[src/rtl/calc_pkg.sv]
// Shared calculator command codes, keypad map and scanner state type.
// Also holds a helper that locates the low row in an active-low row pattern.
package calc_pkg;

    typedef enum logic [3:0] {
        CMD_0    = 4'd0,
        CMD_1    = 4'd1,
        CMD_2    = 4'd2,
        CMD_3    = 4'd3,
        CMD_4    = 4'd4,
        CMD_5    = 4'd5,
        CMD_6    = 4'd6,
        CMD_7    = 4'd7,
        CMD_8    = 4'd8,
        CMD_9    = 4'd9,
        ADD      = 4'd10,
        SUB      = 4'd11,
        MUL      = 4'd12,
        EQ       = 4'd13,
        CLR      = 4'd14,
        IDLE_CMD = 4'd15
    } cmd_t;

    // Entry order is row*4 + col.
    localparam cmd_t KEYMAP [0:15] = '{
        CMD_1, CMD_2, CMD_3, ADD,
        CMD_4, CMD_5, CMD_6, SUB,
        CMD_7, CMD_8, CMD_9, MUL,
        CLR,   CMD_0, EQ,    IDLE_CMD
    };

    typedef enum logic [1:0] {
        SCAN,
        DEBOUNCE,
        EMIT,
        WAIT_REL
    } kscan_state_t;

    function automatic logic [1:0] low_row(input logic [3:0] pat);
        logic [1:0] r;
        r = '0;
        for (int i = 3; i >= 0; i--) begin
            if (!pat[i]) r = 2'(i);
        end
        return r;
    endfunction

endpackage

[src/rtl/keypad_scan_if.sv]
// Keypad-side and command-side signals of the scanner.
// master: the scanner; slave: the keypad/calc side.
interface keypad_scan_if;

    logic [3:0] rows;
    logic [3:0] cols;
    logic [3:0] cmd;
    logic       cmd_valid;

    modport master (
        input  rows,
        output cols,
        output cmd,
        output cmd_valid
    );

    modport slave (
        output rows,
        input  cols,
        input  cmd,
        input  cmd_valid
    );

endinterface

[src/rtl/sync2.sv]
// Generic two-flop synchroniser for asynchronous level inputs.
// Resets to RST_VAL so idle lines look idle immediately.
module sync2 #(
    parameter int               WIDTH   = 4,
    parameter logic [WIDTH-1:0] RST_VAL = '1
) (
    input  logic             clock,
    input  logic             reset,
    input  logic [WIDTH-1:0] d,
    output logic [WIDTH-1:0] q
);

    logic [WIDTH-1:0] meta;

    // Two back-to-back flops to resolve metastability.
    always_ff @(posedge clock or posedge reset) begin
        if (reset) begin
            meta <= RST_VAL;
            q    <= RST_VAL;
        end else begin
            meta <= d;
            q    <= meta;
        end
    end

endmodule

[src/rtl/keypad_scan.sv]
// 4x4 keypad scanner: column scan, press/release debounce, one command per press.
// Column stays frozen from detection until the key is fully released.
module keypad_scan
    import calc_pkg::*;
#(
    parameter int SCAN_DIV     = 16,
    parameter int DEBOUNCE_CYC = 1000
) (
    input  logic            clock,
    input  logic            reset,
    keypad_scan_if.master   kp
);

    localparam int MAXP = (SCAN_DIV > DEBOUNCE_CYC) ? SCAN_DIV : DEBOUNCE_CYC;
    localparam int CW   = $clog2(MAXP) + 1;

    localparam logic [CW-1:0] DWELL_LAST = CW'(SCAN_DIV - 1);
    localparam logic [CW-1:0] DEB_LAST   = CW'(DEBOUNCE_CYC - 1);
    localparam logic [CW-1:0] CNT_MAX    = '1;

    logic [3:0]   rows_s;
    kscan_state_t state, state_n;
    logic [1:0]   col, col_n;
    logic [CW-1:0] dwell, dwell_n;
    logic [CW-1:0] deb, deb_n;
    logic [1:0]   lrow, lrow_n;
    logic [3:0]   lpat, lpat_n;
    logic [3:0]   cols_q;
    cmd_t         cmd_q, cmd_n;
    logic         valid_q, valid_n;
    logic         one_low;

    sync2 #(
        .WIDTH   (4),
        .RST_VAL (4'hF)
    ) u_sync (
        .clock (clock),
        .reset (reset),
        .d     (kp.rows),
        .q     (rows_s)
    );

    assign one_low = ($countones(~rows_s) == 1);

    // State, counters, latched key and registered outputs.
    always_ff @(posedge clock or posedge reset) begin
        if (reset) begin
            state   <= SCAN;
            col     <= 2'd0;
            dwell   <= '0;
            deb     <= '0;
            lrow    <= 2'd0;
            lpat    <= 4'hF;
            cols_q  <= 4'b1110;
            cmd_q   <= IDLE_CMD;
            valid_q <= 1'b0;
        end else begin
            state   <= state_n;
            col     <= col_n;
            dwell   <= dwell_n;
            deb     <= deb_n;
            lrow    <= lrow_n;
            lpat    <= lpat_n;
            cols_q  <= ~(4'b0001 << col_n);
            cmd_q   <= cmd_n;
            valid_q <= valid_n;
        end
    end

    // Next-state logic; the command is loaded on entry so it shows during EMIT.
    always_comb begin
        state_n = state;
        col_n   = col;
        dwell_n = dwell;
        deb_n   = deb;
        lrow_n  = lrow;
        lpat_n  = lpat;
        cmd_n   = IDLE_CMD;
        valid_n = 1'b0;
        unique case (state)
            SCAN: begin
                if (dwell >= DWELL_LAST) begin
                    dwell_n = '0;
                    if (one_low) begin
                        lrow_n  = low_row(rows_s);
                        lpat_n  = rows_s;
                        deb_n   = '0;
                        state_n = DEBOUNCE;
                    end else begin
                        col_n = col + 2'd1;
                    end
                end else begin
                    dwell_n = dwell + CW'(1);
                end
            end
            DEBOUNCE: begin
                if (rows_s != lpat) begin
                    state_n = SCAN;
                    col_n   = col + 2'd1;
                    dwell_n = '0;
                    deb_n   = '0;
                end else if (deb >= DEB_LAST) begin
                    state_n = EMIT;
                    deb_n   = '0;
                    cmd_n   = KEYMAP[{lrow, col}];
                    valid_n = (KEYMAP[{lrow, col}] != IDLE_CMD);
                end else if (deb != CNT_MAX) begin
                    deb_n = deb + CW'(1);
                end
            end
            EMIT: begin
                state_n = WAIT_REL;
                deb_n   = '0;
            end
            WAIT_REL: begin
                if (rows_s != 4'hF) begin
                    deb_n = '0;
                end else if (deb >= DEB_LAST) begin
                    state_n = SCAN;
                    col_n   = col + 2'd1;
                    dwell_n = '0;
                    deb_n   = '0;
                end else if (deb != CNT_MAX) begin
                    deb_n = deb + CW'(1);
                end
            end
            default: begin
                state_n = SCAN;
            end
        endcase
    end

    assign kp.cols      = cols_q;
    assign kp.cmd       = cmd_q;
    assign kp.cmd_valid = valid_q;

endmodule

[src/flat_wrapper.sv]
// flat-port wrapper written by rule: the top's interface ports become plain ports
module keypad_scan_flat import calc_pkg::*;
#(
    parameter int SCAN_DIV     = 16,
    parameter int DEBOUNCE_CYC = 1000
)
  (clock, reset, kp_rows, kp_cols, kp_cmd, kp_cmd_valid);
  keypad_scan_if kp_i ();
  input  logic clock;
  input  logic reset;
  input wire logic [$bits(kp_i.rows)-1:0] kp_rows;
  output wire logic [$bits(kp_i.cols)-1:0] kp_cols;
  output wire logic [$bits(kp_i.cmd)-1:0] kp_cmd;
  output wire logic [$bits(kp_i.cmd_valid)-1:0] kp_cmd_valid;
  assign kp_i.rows = kp_rows;
  assign kp_cols = kp_i.cols;
  assign kp_cmd = kp_i.cmd;
  assign kp_cmd_valid = kp_i.cmd_valid;
  keypad_scan #(.SCAN_DIV(SCAN_DIV), .DEBOUNCE_CYC(DEBOUNCE_CYC)) u_core (.clock(clock), .reset(reset), .kp(kp_i));
endmodule
[config.mk]
export PLATFORM = sky130hd
export DESIGN_NAME = keypad_scan_flat
export DESIGN_NICKNAME = d
export VERILOG_FILES = /design/src/rtl/calc_pkg.sv /design/src/rtl/keypad_scan_if.sv /design/src/rtl/sync2.sv /design/src/rtl/keypad_scan.sv /design/src/flat_wrapper.sv
export SDC_FILE = /design/constraint.sdc
export NUM_CORES = 1
export LEC_CHECK = 0
export CAP_MARGIN = 20
export CORE_MARGIN = 3
export CORE_UTILIZATION = 64
export DETAILED_ROUTE_END_ITERATION = 10
export PLACE_DENSITY = 0.83
export SLEW_MARGIN = 40
export SYNTH_ARGS = -nofsm -noshare
export SYNTH_HDL_FRONTEND = slang
export SYNTH_SLANG_ARGS = --single-unit
[constraint.sdc]
create_clock -name clock -period 7.65 [get_ports clock]
set_input_delay 0.765 -clock clock [delete_from_list [all_inputs] [get_ports clock]]
set_output_delay 0.765 -clock clock [all_outputs]
set_load 0.01 [all_outputs]
# After elaboration in Yosys (flattened, before gate mapping)
# Memory sizes are Yosys's and may differ from the RTL's.
# Index checks and enable logic that the tools add are counted.
# op_classes
n_mux	37
n_reduce_logical	6
bitwise	3
eq_ne	14
n_lt_le_gt_ge	3
addsub	6
shifts	1
# op_table
op	n
two-way mux 11 bit	10
case mux 11 bit (4 select lines)	1
case mux 11 bit (3 select lines)	1
adder 32 bit	1
== test 32 x 2 -> 1 bit, second input constant	1
two-way mux 2 bit	15
adder 11 x 1 -> 11 bit, second input constant	2
two-way mux 4 bit	5
>= comparator 11 x 10 -> 1 bit, second input constant	1
>= comparator 11 x 4 -> 1 bit, second input constant	1
inequality test 11 bit, second input constant	1
inequality test 2 x 1 -> 1 bit, second input constant	4
inequality test 4 bit, second input constant	2
NOT 4 bit	2
case mux 2 bit (4 select lines)	1
case mux 2 bit (3 select lines)	1
>= comparator 5 bit, second input constant	1
NOT 4 -> 5 bit	1
AND reduction 5 bit	1
adder 1 x 1 -> 2 bit	2
== test 2 bit, second input constant	2
inequality test 4 bit	1
AND reduction 4 bit	1
<< shifter 1 x 2 -> 4 bit, first input constant	1
other kinds (9)	11
# word_totals
mem_count	1
reg_bits	49
output_inout_bits	9
romBits	64
# memory_table
memory	depth	width	rd	rd_clocked_by_memory_dff	write_ports	line	text
(name not given)	16	4	1	0	0	keypad_scan.sv:105	cmd_n = KEYMAP[{lrow, col}];

# Depth between registers and ports, before layout
# Gate-level depths: netlist of the first run.
# depth
depth_word	9
depth_mapped	10
ltp_nobuf	9

# Modules after synthesis
# From an unflattened synthesis of the first run, not the netlist that was laid out.
# hier_totals
hier_cells	249
area_unflattened_um2	2580.0
# modules_own_cells
module	cells_per_inst	instances	area_per_inst_um2	seq_area_each_um2
keypad_scan	240	1	2366.0	1039.7
sync2	9	1	214.0	210.2

# Worst setup path after synthesis of the first run
# No wires, ideal clock.
# synth_timing
path_kind	register to register
from	register u_core.u_sync.q[0]
to	register u_core.lrow[1]
period_less_slack_ns	2.701
slack_ns	4.949
path_stages_with_launch	10
required_ns	7.522
arrival_ns	2.573
path_cell_list	dfstp_2 inv_1 ha_1 ha_1 fa_1 nor3b_1 o31ai_2 nand2b_1 buf_2 mux2_1
# synth_between
elab_chain_cells	5
# synth_rtl
item	line	text
start, declared	sync2.sv:10	output logic [WIDTH-1:0] q
start signal, assigned	sync2.sv:22	q <= meta;
NOT 4 bit	keypad_scan.sv:43	assign one_low = ($countones(~rows_s) == 1);
adder 1 x 1 -> 2 bit (not written as such)	keypad_scan.sv:43	
adder 32 bit (not written as such)	keypad_scan.sv:43	
== test 32 x 2 -> 1 bit	keypad_scan.sv:43	
AND reduction 3 bit (no line)	n/a	
end signal, assigned	keypad_scan.sv:62	lrow <= lrow_n;
end, declared	keypad_scan.sv:26	logic [1:0] lrow, lrow_n;
# Parallel ways exist; a longest one is shown, timed or not.
# A chain may end at the register's enable or synchronous reset.

# Final worst setup path of the first run
# Ends and elaborated chain as after synthesis.

==> flow_summary_export.csv, run 1 <==
group,metric,value,unit
timing,slew_headroom,0.6191,
route,dr.pass1.iters,4,
setup_path,crit_type,"reg -> reg",
clocking,cts_buffers,5,
timing,fin_crit,2.886,ns
setup_path,path_buf_inv,1,
floorplanning,io_pins,15,
place,port_buffers,14,
synth,synth-warning-count,0,
clocking,ctsHtreeMaxLevel,2,
timing,drv_slew,0,
clocking,path_clk_slew,0.09,ns
place,pre_cts_slack,4.763,ns
setup_path,end_kind,"register",
synth,synth_xor_area_frac,0.02676,
synth,synth_top_cell_by_area,"dfrtp_1",
clocking,clock-root-buffer,"clkbuf_8",
global_routing,grt_overflow_total,0,
route,routedWlPerCell,14.77,µm
min_path,hp-class,"reg -> reg",
synth,synth_edf_count,0,
global_routing,grt_pass1_wl,8169,µm
setup_path,path_cells,"inv_1 -> ha_1 -> ha_1 -> fa_1 -> nor3b_1 -> o31ai_2 -> nand2b_1 -> mux2_1",
cells_and_area,nNetsFinal,285,
floorplanning,core_area,3799,µm²
synth,netlist_area,2619,µm²
clocking,cts-resized-gates,0,
place,dp.final_hpwl,3327,µm
timing,clock_skew,0.01131,ns
power,p_leak,1.291,nW
status,status,"finished, final reports clean",
route,via_per_inst,6.149,
setup_path,path_max_fanout,8,
place,dpl.cell_count,307,
clocking,clock_path_buffers,2,
synth,synth-simple-area-share,0.1859,
cells_and_area,n_antenna_cell,0,
clocking,cts_tree,"built",
timing,hold_violations,0,
cells_and_area,multi_input_area,1264,µm²
synth,async_reset_ff_frac,1.000,
synth,synth_compound_area_frac,0.1462,
synth,ys_types,51,
synth,synthAdderAreaFrac,0.06498,
timing,tightest_slew,0.5714,ns
timing,setup_viol,0,
setup_path,cp_data_arrival_time,3.08,ns
cells_and_area,area_delta_synth_final,10.03,%
synth,synth_top_area_frac,0.2867,
global_routing,grt_use_total,0.2053,
clocking,post-cts-setup-buffers,0,
timing,timing.hold.ws,0.3507,ns
setup_path,cpMaxStageDelayCell,"dfstp_2",
global_routing,antenna_found_initial,0,
cells_and_area,final_cells,315,
synth,synth.area.mux_share,0.05781,
setup_path,crit_family,"adder cells",
floorplanning,num_rows,22,
floorplanning,dieArea,4895,µm²
synth,syn_inst,256,
synth,synth_top_family_by_area,"simple AND/OR/NAND/NOR gates",
timing,setup-tns-final,0,ns
timing,fmax,346.5,MHz
timing,rsz0062_at_grt,"false",
synth,synth_nets,275,
clocking,cts_hold_buffers,0,
route,totalWireLength,4654,µm
synth,synth_ff_type,"dfrtp_1",
cells_and_area,final.fill_count,254,
route,route.detailed.drc,0,
route,vias,1937,
power,power.density,294.3,nW/µm²
setup_path,crit_required,7.84,ns
timing,fin_crit_sh,0.3773,
setup_path,slowest_delay,0.57,ns
synth,synthTopCellsByArea,"dfrtp_1 29%, dfstp_2 19%, ha_1 5.7%",
setup_path,critPathMostFrequentCell,"ha_1",
route,drtIter0Drc,133,
cells_and_area,register_area,1250,µm²
job,maxCapViolCount,0,
place,place_congestion,0.8578,
synth,syn_avg_cell_area,10.23,µm²
timing,setup_slack,4.764,ns
synth,ys_seq_elements,49,
route,ant_nets,0,
synth,ys_seq_area_frac,0.4773,
clocking,clkSinkCount,49,
floorplanning,start_util,0.6894,
power,ir_drop,0.0001997,V
floorplanning,die_x,69.97,µm
global_routing,grt_pass1_vias,1822,
setup_path,startpoint_type,"register",
cells_and_area,drive_gt1_frac,0.1648,
clocking,clock_latency,0.30,ns
floorplanning,die_h,69.97,µm
global_routing,grt_max_degree,50,
[report_power, final]
| group | leakage (nW) | internal, mW | switching (mW) | total [mW] |
|---|---|---|---|---|
| combinational | 0.630 | 0.137 | 0.145 | 0.282 |
| sequential | 0.603 | 0.318 | 0.0600 | 0.378 |
| clock | 0.0585 | 0.107 | 0.0816 | 0.188 |
[placed cells by master (no fill, tap or decap), types with 2 or more instances in the layout]
cell type,n
a21oi_1,8
a31oi_1,14
a32oi_1,3
and2_2,2
and3_1,6
clkbuf_8,6
clkdlybuf4s50_1,14
dfrtp_1,30
dfstp_2,19
ha_1,12
inv_1,12
mux2_2,4
mux2_4,3
mux2i_1,5
nand2_1,22
nand2b_1,6
nand3_1,13
nand4_1,5
nor2_1,22
nor2b_1,2
nor3_1,8
o211ai_1,2
o21a_1,3
o21ai_0,6
o22ai_1,3
o2bb2ai_1,3
xnor2_1,3
xor2_1,5
[layer usage]
layer / routed length [µm] / global-route usage / vias to the layer above
met4: 67 / 0.06596 / 0
met1: 2112 / 0.2629 / 948
li1: - / - / 945
met5: 0 / 0 / -
met2: 2309 / 0.3421 / 37
met3: 164 / 0.05036 / 7
[sequential cells by signal, indices dropped and copies added, names as in the netlist, named ones only]
signal / flops
u_core.kp.cols: 4
u_core.kp.cmd_valid: 1
u_core.u_sync.q: 4
u_core.kp.cmd: 4
u_core.state: 1
u_core.u_sync.meta: 4
u_core.dwell: 11
u_core.deb: 11
u_core.lrow: 2
u_core.lpat: 4
u_core.col: 2
[synth_stat cells, drive strengths merged, types with 2 or more instances]
library cell	instances
a21oi	8
a31oi	14
a32oi	3
and2	3
and3	7
and4	2
buf	4
clkbuf	7
dfrtp	30
dfstp	19
ha	12
inv	13
mux2	8
mux2i	5
nand2	22
nand2b	6
nand3	13
nand4	5
nor2	23
nor2b	2
nor3	8
nor4	2
o211ai	3
o21a	3
o21ai	6
o22ai	3
o2bb2ai	3
xnor2	3
xor2	5
[logic make-up (layout without fill, tap and decap cells)]
| kind of cell | count (synthesis) | after routing |
|---|---|---|
| AO/OA/AOI/OAI | 53 | 53 |
| XOR/XNOR | 8 | 8 |
| buffers and inverters | 24 | 35 |
| flip-flops | 49 | 49 |
| adder cells (fa/ha/maj) | 13 | 13 |
| multiplexers | 13 | 13 |
| AND/OR/NAND/NOR | 96 | 96 |
[final timing paths]
| check | to | startpoint | slack [ns] | cells past startpoint |
|---|---|---|---|---|
| max | u_core.lrow[1] | u_core.u_sync.q[0] | 4.76 | 8 |
| min | u_core.u_sync.q[1] | u_core.u_sync.meta[1] | 0.35 | 0 |
| max reg2reg | u_core.lrow[1] | u_core.u_sync.q[0] | 4.76 | 8 |
| min reg2reg | u_core.u_sync.q[1] | u_core.u_sync.meta[1] | 0.35 | 0 |
| max in group asynchronous | u_core.lpat[1] | reset | 6.37 | 2 |
| min in group asynchronous | u_core.kp.cmd_valid | reset | 0.87 | 2 |
[per-stage QoR]
stage / power, mW / util / instance area (µm²)
finish: 0.8479 / 0.7586 / 2882
global route: 0.9082 / 0.7586 / 2882
CTS: 0.8558 / 0.7579 / 2879
detailed placement: 0.6625 / 0.7273 / 2763
global placement: 0.6515 / 0.7266 / 2760
floorplan: 0.6037 / - / 2619
[layout make-up]
cell class                      count  share of cell area
Clock buffer                        7             0.02996
Clock inverter                      1             0.01042
Inverter                           13             0.01780
Multi-Input combinational cell    183              0.4386
Sequential cell                    49              0.4338
Tap cell                           48             0.02084
Timing Repair Buffer               14             0.04863
Power figures use the tool's default switching activity.
==> run 2, diff against run 1 <==
--- a/config.mk
+++ b/config.mk
@@ -7,9 +7,9 @@
 export LEC_CHECK = 0
 export CAP_MARGIN = 20
 export CORE_MARGIN = 3
-export CORE_UTILIZATION = 64
+export CORE_UTILIZATION = 53
 export DETAILED_ROUTE_END_ITERATION = 10
-export PLACE_DENSITY = 0.83
+export PLACE_DENSITY = 0.73
 export SLEW_MARGIN = 40
 export SYNTH_ARGS = -nofsm -noshare
 export SYNTH_HDL_FRONTEND = slang
==> constraint.sdc (replaced) <==
create_clock -name clock -period 2.54 [get_ports clock]
set_input_delay 0.254 -clock clock [delete_from_list [all_inputs] [get_ports clock]]
set_output_delay 0.254 -clock clock [all_outputs]
set_load 0.01 [all_outputs]
==> run 2 against run 1 <==
- the run now ends with negative setup slack left
- global-route usage decreased by 2.7 points
- via count increased by 2.3%
- core utilization decreased by 8.1 points
- setup slack got worse by 4.8 ns
- largest cell class unchanged
==> flow_summary_export.csv, run 2 (same netlist as run 1, synthesis figures left out) <==
group,metric,value,unit
status,status,"finished with violations",
status,violations,"negative setup slack",
timing,fmax,391.9,MHz
setup_path,path_buf_inv,1,
setup_path,path_cells,"inv_2 -> ha_4 -> ha_4 -> fa_1 -> nor3b_2 -> nor2_1 -> nor2_1 -> a2111o_1 -> mux2_4",
timing,drv_slew,0,
setup_path,cp-endpoint,"u_core.col[1]",
setup_path,rrSetupSlack,-0.01,ns
clocking,clkSinkCount,49,
timing,fin_crit_sh,1.005,
floorplanning,start_util,0.5737,
timing,hold_violations,0,
setup_path,cp_data_arrival_time,2.75,ns
clocking,ctsHtreeMaxLevel,2,
route,dr.pass1.iters,4,
power,comb_power_share,0.357,
timing,clock_skew,0.01022,ns
global_routing,grt_max_degree,41,
floorplanning,io_pins,15,
setup_path,crit_required,2.74,ns
global_routing,grt_pass1_wl,8521,µm
setup_path,crit_family,"adder cells",
setup_path,crit_type,"reg -> reg",
place,port_buffers,14,
timing,tightest_slew,0.6827,ns
route,vias,1981,
setup_path,slowest_delay,0.54,ns
floorplanning,core_area,4564,µm²
power,ir_drop,0.0004582,V
power,power.density,831.6,nW/µm²
power,clkPwrFrac,0.199,
power,net-switching-power,889.0,µW
route,ant_nets,0,
clocking,clock-root-buffer,"clkbuf_8",
cells_and_area,final_cells,350,
clocking,cts_hold_buffers,0,
power,p_seq_frac,0.444,
place,dpl.cell_count,341,
power,p_total,2.570,mW
min_path,hp-class,"in -> async",
cells_and_area,area_delta_synth_final,18.01,%
clocking,clock_latency,0.31,ns
place,place_congestion,0.8371,
setup_path,cp.depth,9,
clocking,cts_buffers,5,
place,dp.final_hpwl,3443,µm
clocking,cts_tree,"built",
clocking,path_clk_slew,0.09,ns
setup_path,reg2reg_from,"u_core.u_sync.q[3]",
route,drtIter0Drc,112,
global_routing,grt_pass1_vias,1891,
global_routing,grt_use_total,0.1782,
power,p_leak,1.383,nW
setup_path,path_max_fanout,6,
cells_and_area,n_antenna_cell,0,
floorplanning,die_x,76.29,µm
floorplanning,die_h,76.29,µm
timing,fin_crit,2.552,ns
cells_and_area,layout_common_cells,"30 x dfrtp_1, 23 x nor2_1, 22 x nand2_1",
cells_and_area,drive_gt1_frac,0.2456,
job,maxCapViolCount,0,
route,via_per_inst,5.660,
route,route.detailed.drc,0,
floorplanning,num_rows,24,
timing,setup-tns-final,-0.01158,ns
route,totalWireLength,4871,µm
cells_and_area,final_common_cell,"dfrtp_1",
setup_path,r2r-end,"u_core.col[1]",
setup_path,ff2ff_path_depth,9,
timing,setup_slack,-0.01158,ns
clocking,clock_path_buffers,2,
power,swShare,0.3459,
route,routedWlPerCell,13.92,µm
setup_path,end_kind,"register",
power,p_int,1.681,mW
cells_and_area,nNetsFinal,303,
setup_path,critPathLaunch,"u_core.u_sync.q[3]",
timing,setup_viol,1,
cells_and_area,largestRegisters,"u_core.deb: 11 flops, u_core.dwell: 11 flops",
global_routing,grt_overflow_total,0,
timing,rsz0062_at_grt,"true",
setup_path,cpMaxStageDelayCell,"dfstp_2",
timing,slew_headroom,0.5443,
setup_path,startpoint_type,"register",
floorplanning,dieArea,5820,µm²
global_routing,antenna_found_initial,0,
-- run 2: area by class of cell --
class,count,area (µm²)
fillers,349,1474
repair buffers,32,275.3
clock buffers,7,97.59
clock inverters,1,5.005
flip-flops and latches,49,1250
inverters,13,50.05
multi-input cells,183,1331
well taps,65,81.33
-- run 2: how the worst min path moves through the flow --
stage / from / to / slack (ns) / cells past startpoint
global placement: u_core.u_sync.meta[2] / u_core.u_sync.q[2] / 0.35 / 0
floorplan: kp_rows[0] / u_core.u_sync.meta[0] / 0.26 / 0
finish: reset / u_core.col[0] / 0.34 / 2
CTS: kp_rows[1] / u_core.u_sync.meta[1] / 0.34 / 1
detailed placement: u_core.u_sync.meta[3] / u_core.u_sync.q[3] / 0.35 / 0
global route: kp_rows[1] / u_core.u_sync.meta[1] / 0.34 / 1
-- run 2: power by group through the flow --
stage	clock, mW	combinational [mW]	sequential [mW]
2_1_floorplan	0	0.755	1.09
3_3_place_gp	0	0.888	1.15
3_5_place_dp	0	0.910	1.15
4_1_cts	0.524	0.917	1.14
5_1_grt	0.549	1.04	1.17
6_report	0.510	0.917	1.14
-- run 2: worst reg2reg max path: cells and delay by family (launching register included) --
kind / cells / cell delay (ns)
adder cells (fa/ha/maj): 3 / 0.90
buffers and inverters: 1 / 0.05
AO/OA/AOI/OAI: 1 / 0.44
AND/OR/NAND/NOR: 3 / 0.17
multiplexers: 1 / 0.34
flip-flops: 1 / 0.54
-- run 2: repair_timing --
item                       CTS  global route
buffers inserted             0             1
resized for setup            0             2
cloned                       0             0
setup endpoints to repair    2            11
hold endpoints to repair     0             0
-- run 2: metal layers --
metal / global-route usage / share of wire / vias to the layer above
met5: 0 / 0 / -
met4: 0.08696 / 0.023 / 0
met3: 0.03664 / 0.037 / 12
met2: 0.2777 / 0.47 / 43
met1: 0.2369 / 0.47 / 951
li1: - / - / 975
-- run 2: through the flow --
step / setup slack, ns / utilization / instance area (µm²) / hold slack [ns]
6_report: -0.01158 / 0.6771 / 3090 / 0.3413
5_1_grt: -0.1147 / 0.6771 / 3090 / 0.3428
4_1_cts: -0.03326 / 0.6727 / 3070 / 0.3436
3_5_place_dp: -0.02571 / 0.6502 / 2968 / 0.3470
3_3_place_gp: 0.01163 / 0.6502 / 2968 / 0.3456
2_1_floorplan: 0.005244 / - / 2684 / 0.2585
==> run 3, diff against run 2 <==
--- a/config.mk
+++ b/config.mk
@@ -6,6 +6,7 @@
 export NUM_CORES = 1
 export LEC_CHECK = 0
 export CAP_MARGIN = 20
+export CORE_ASPECT_RATIO = 0.5
 export CORE_MARGIN = 3
 export CORE_UTILIZATION = 53
 export DETAILED_ROUTE_END_ITERATION = 10
==> run 3 against run 2 <==
- the flow still finishes with violations (negative setup slack)
- via count grew 1.1%
- routed wire length grew 6.4%
- clock skew is essentially flat
- final cell count shrank 1.1%
- clock power shrank 9.8%
- sequential share of layout area grew 0.77 points
- total power shrank 2.1%
- first-iteration DRC count grew 23%
- fmax grew 0.37%
- critical path type unchanged
- critical endpoint unchanged
- largest cell class unchanged
==> flow_summary_export.csv, run 3 (same netlist as run 1, synthesis figures left out) <==
group,metric,value,unit
status,status,"finished with violations",
status,violations,"negative setup slack",
global_routing,antenna_found_initial,0,
clocking,clock_latency,0.30,ns
global_routing,grt_use_met1,0.2560,
setup_path,cp-endpoint,"u_core.col[1]",
setup_path,crit_family,"adder cells",
setup_path,r2r-end,"u_core.col[1]",
power,p_seq_frac,0.456,
global_routing,gr-usage-met3,0.04751,
min_path,min_from,"u_core.u_sync.meta[1]",
setup_path,cp.depth,9,
setup_path,path_max_fanout,5,
timing,fin_crit_sh,1.001,
power,net-switching-power,884.6,µW
timing,drv_slew,0,
clocking,clock_path_buffers,2,
power,p_total,2.515,mW
setup_path,rrSetupSlack,-0.002,ns
power,swShare,0.3517,
cells_and_area,fin_util,0.6632,
setup_path,end_kind,"register",
route,routedWlPerCell,14.99,µm
clocking,path_clk_slew,0.08,ns
route,vias,2003,
setup_path,reg2reg_from,"u_core.u_sync.q[3]",
route,totalWireLength,5185,µm
route,via_per_inst,5.789,
cells_and_area,nNetsFinal,298,
global_routing,grt_max_degree,50,
timing,setup_viol,1,
timing,slew_headroom,0.5688,
setup_path,ff2ff_path_depth,9,
clocking,cts_hold_buffers,0,
cells_and_area,area_delta_synth_final,15.81,%
timing,clock_skew,0.01010,ns
floorplanning,start_util,0.5726,
power,power.density,829.4,nW/µm²
place,dp.final_hpwl,3632,µm
timing,setup_slack,-0.002287,ns
cells_and_area,drive_gt1_frac,0.2286,
clocking,cts_buffers,5,
power,p_leak,1.352,nW
global_routing,grt_pass1_vias,1908,
timing,fin_crit,2.542,ns
setup_path,crit_type,"reg -> reg",
global_routing,grt_use_total,0.1860,
setup_path,path_cells,"inv_2 -> ha_4 -> ha_4 -> fa_1 -> nor3b_2 -> nor2_1 -> nor2_1 -> a2111o_1 -> mux2_4",
route,ant_nets,0,
global_routing,grt_use_met2,0.2908,
global_routing,busiest_layer,"met2",
clocking,clock-root-buffer,"clkbuf_8",
timing,rsz0062_at_grt,"true",
cells_and_area,largestRegisters,"u_core.deb: 11 flops, u_core.dwell: 11 flops",
place,pre_cts_slack,-0.006173,ns
global_routing,grt_pass1_wl,8901,µm
floorplanning,io_pins,15,
cells_and_area,layout_common_cells,"30 x dfrtp_1, 23 x nor2_1, 22 x nand2_1",
power,p_int,1.631,mW
power,clkPwrFrac,0.183,
place,place_congestion,0.8968,
clocking,clkSinkCount,49,
floorplanning,num_rows,17,
setup_path,crit_required,2.72,ns
cells_and_area,n_antenna_cell,0,
power,ir_drop,0.0004029,V
setup_path,startpoint_type,"register",
cells_and_area,final_common_cell,"dfrtp_1",
setup_path,cp_data_arrival_time,2.73,ns
timing,fmax,393.3,MHz
setup_path,critPathLaunch,"u_core.u_sync.q[3]",
route,route.detailed.drc,0,
floorplanning,die_x,105.4,µm
setup_path,path_buf_inv,1,
timing,hold_violations,0,
job,maxCapViolCount,0,
floorplanning,dieArea,5872,µm²
clocking,cts_tree,"built",
global_routing,grt_overflow_total,0,
power,comb_power_share,0.361,
setup_path,slowest_delay,0.54,ns
min_path,hp-class,"reg -> reg",
setup_path,cpMaxStageDelayCell,"dfstp_2",
floorplanning,die_h,55.71,µm
timing,tightest_slew,0.6444,ns
floorplanning,core_area,4573,µm²
place,port_buffers,14,
cells_and_area,final.fill_count,363,
route,dr.pass1.iters,4,
timing,timing.hold.ws,0.3571,ns
route,drtIter0Drc,138,
clocking,ctsHtreeMaxLevel,2,
run 3: how the worst min path moves through the flow:
stage          slack (ns)                    end  depth (start not counted)
2_1_floorplan        0.26  u_core.u_sync.meta[0]                          0
3_3_place_gp         0.35     u_core.u_sync.q[3]                          0
3_5_place_dp         0.35     u_core.u_sync.q[1]                          0
4_1_cts              0.35  u_core.u_sync.meta[2]                          1
5_1_grt              0.35  u_core.u_sync.meta[2]                          1
6_report             0.36     u_core.u_sync.q[1]                          0
run 3: routing by layer:
metal  wire [µm]  vias to the layer above
met1        2423                      961
met2        2354                       70
met3         337                        9
met5           0                        -
met4          70                        0
li1            -                      963
run 3: layout make-up:
type | count | area (µm²) | share of cell area
clock buffers | 8 | 90.09 | 0.02970
repair buffers | 27 | 237.7 | 0.07838
well taps | 66 | 82.58 | 0.02723
inverters | 13 | 48.80 | 0.01609
multi-input cells | 183 | 1324 | 0.4365
flip-flops and latches | 49 | 1250 | 0.4121
run 3: metrics by stage:
step	setup TNS [ns]	instance area, µm²	std cells
4_1_cts	-0.01223	3014	344
6_report	-0.002287	3033	346
5_1_grt	-0.4104	3033	346
3_5_place_dp	-0.006173	2924	336
2_1_floorplan	0	2684	256
3_3_place_gp	0	2924	336
run 3: power groups by stage:
stage,clock network (mW),registers (mW),logic (mW)
final,0.460,1.15,0.908
after global routing,0.506,1.17,1.02
after CTS,0.482,1.14,0.901
after detailed placement,0,1.16,0.894
after global placement,0,1.14,0.865
after floorplan,0,1.09,0.755
run 3: repair_timing:
item / in CTS / in global routing
resized for setup: 1 / 1
setup buffers: 0 / 2
setup endpoints to repair: 1 / 6
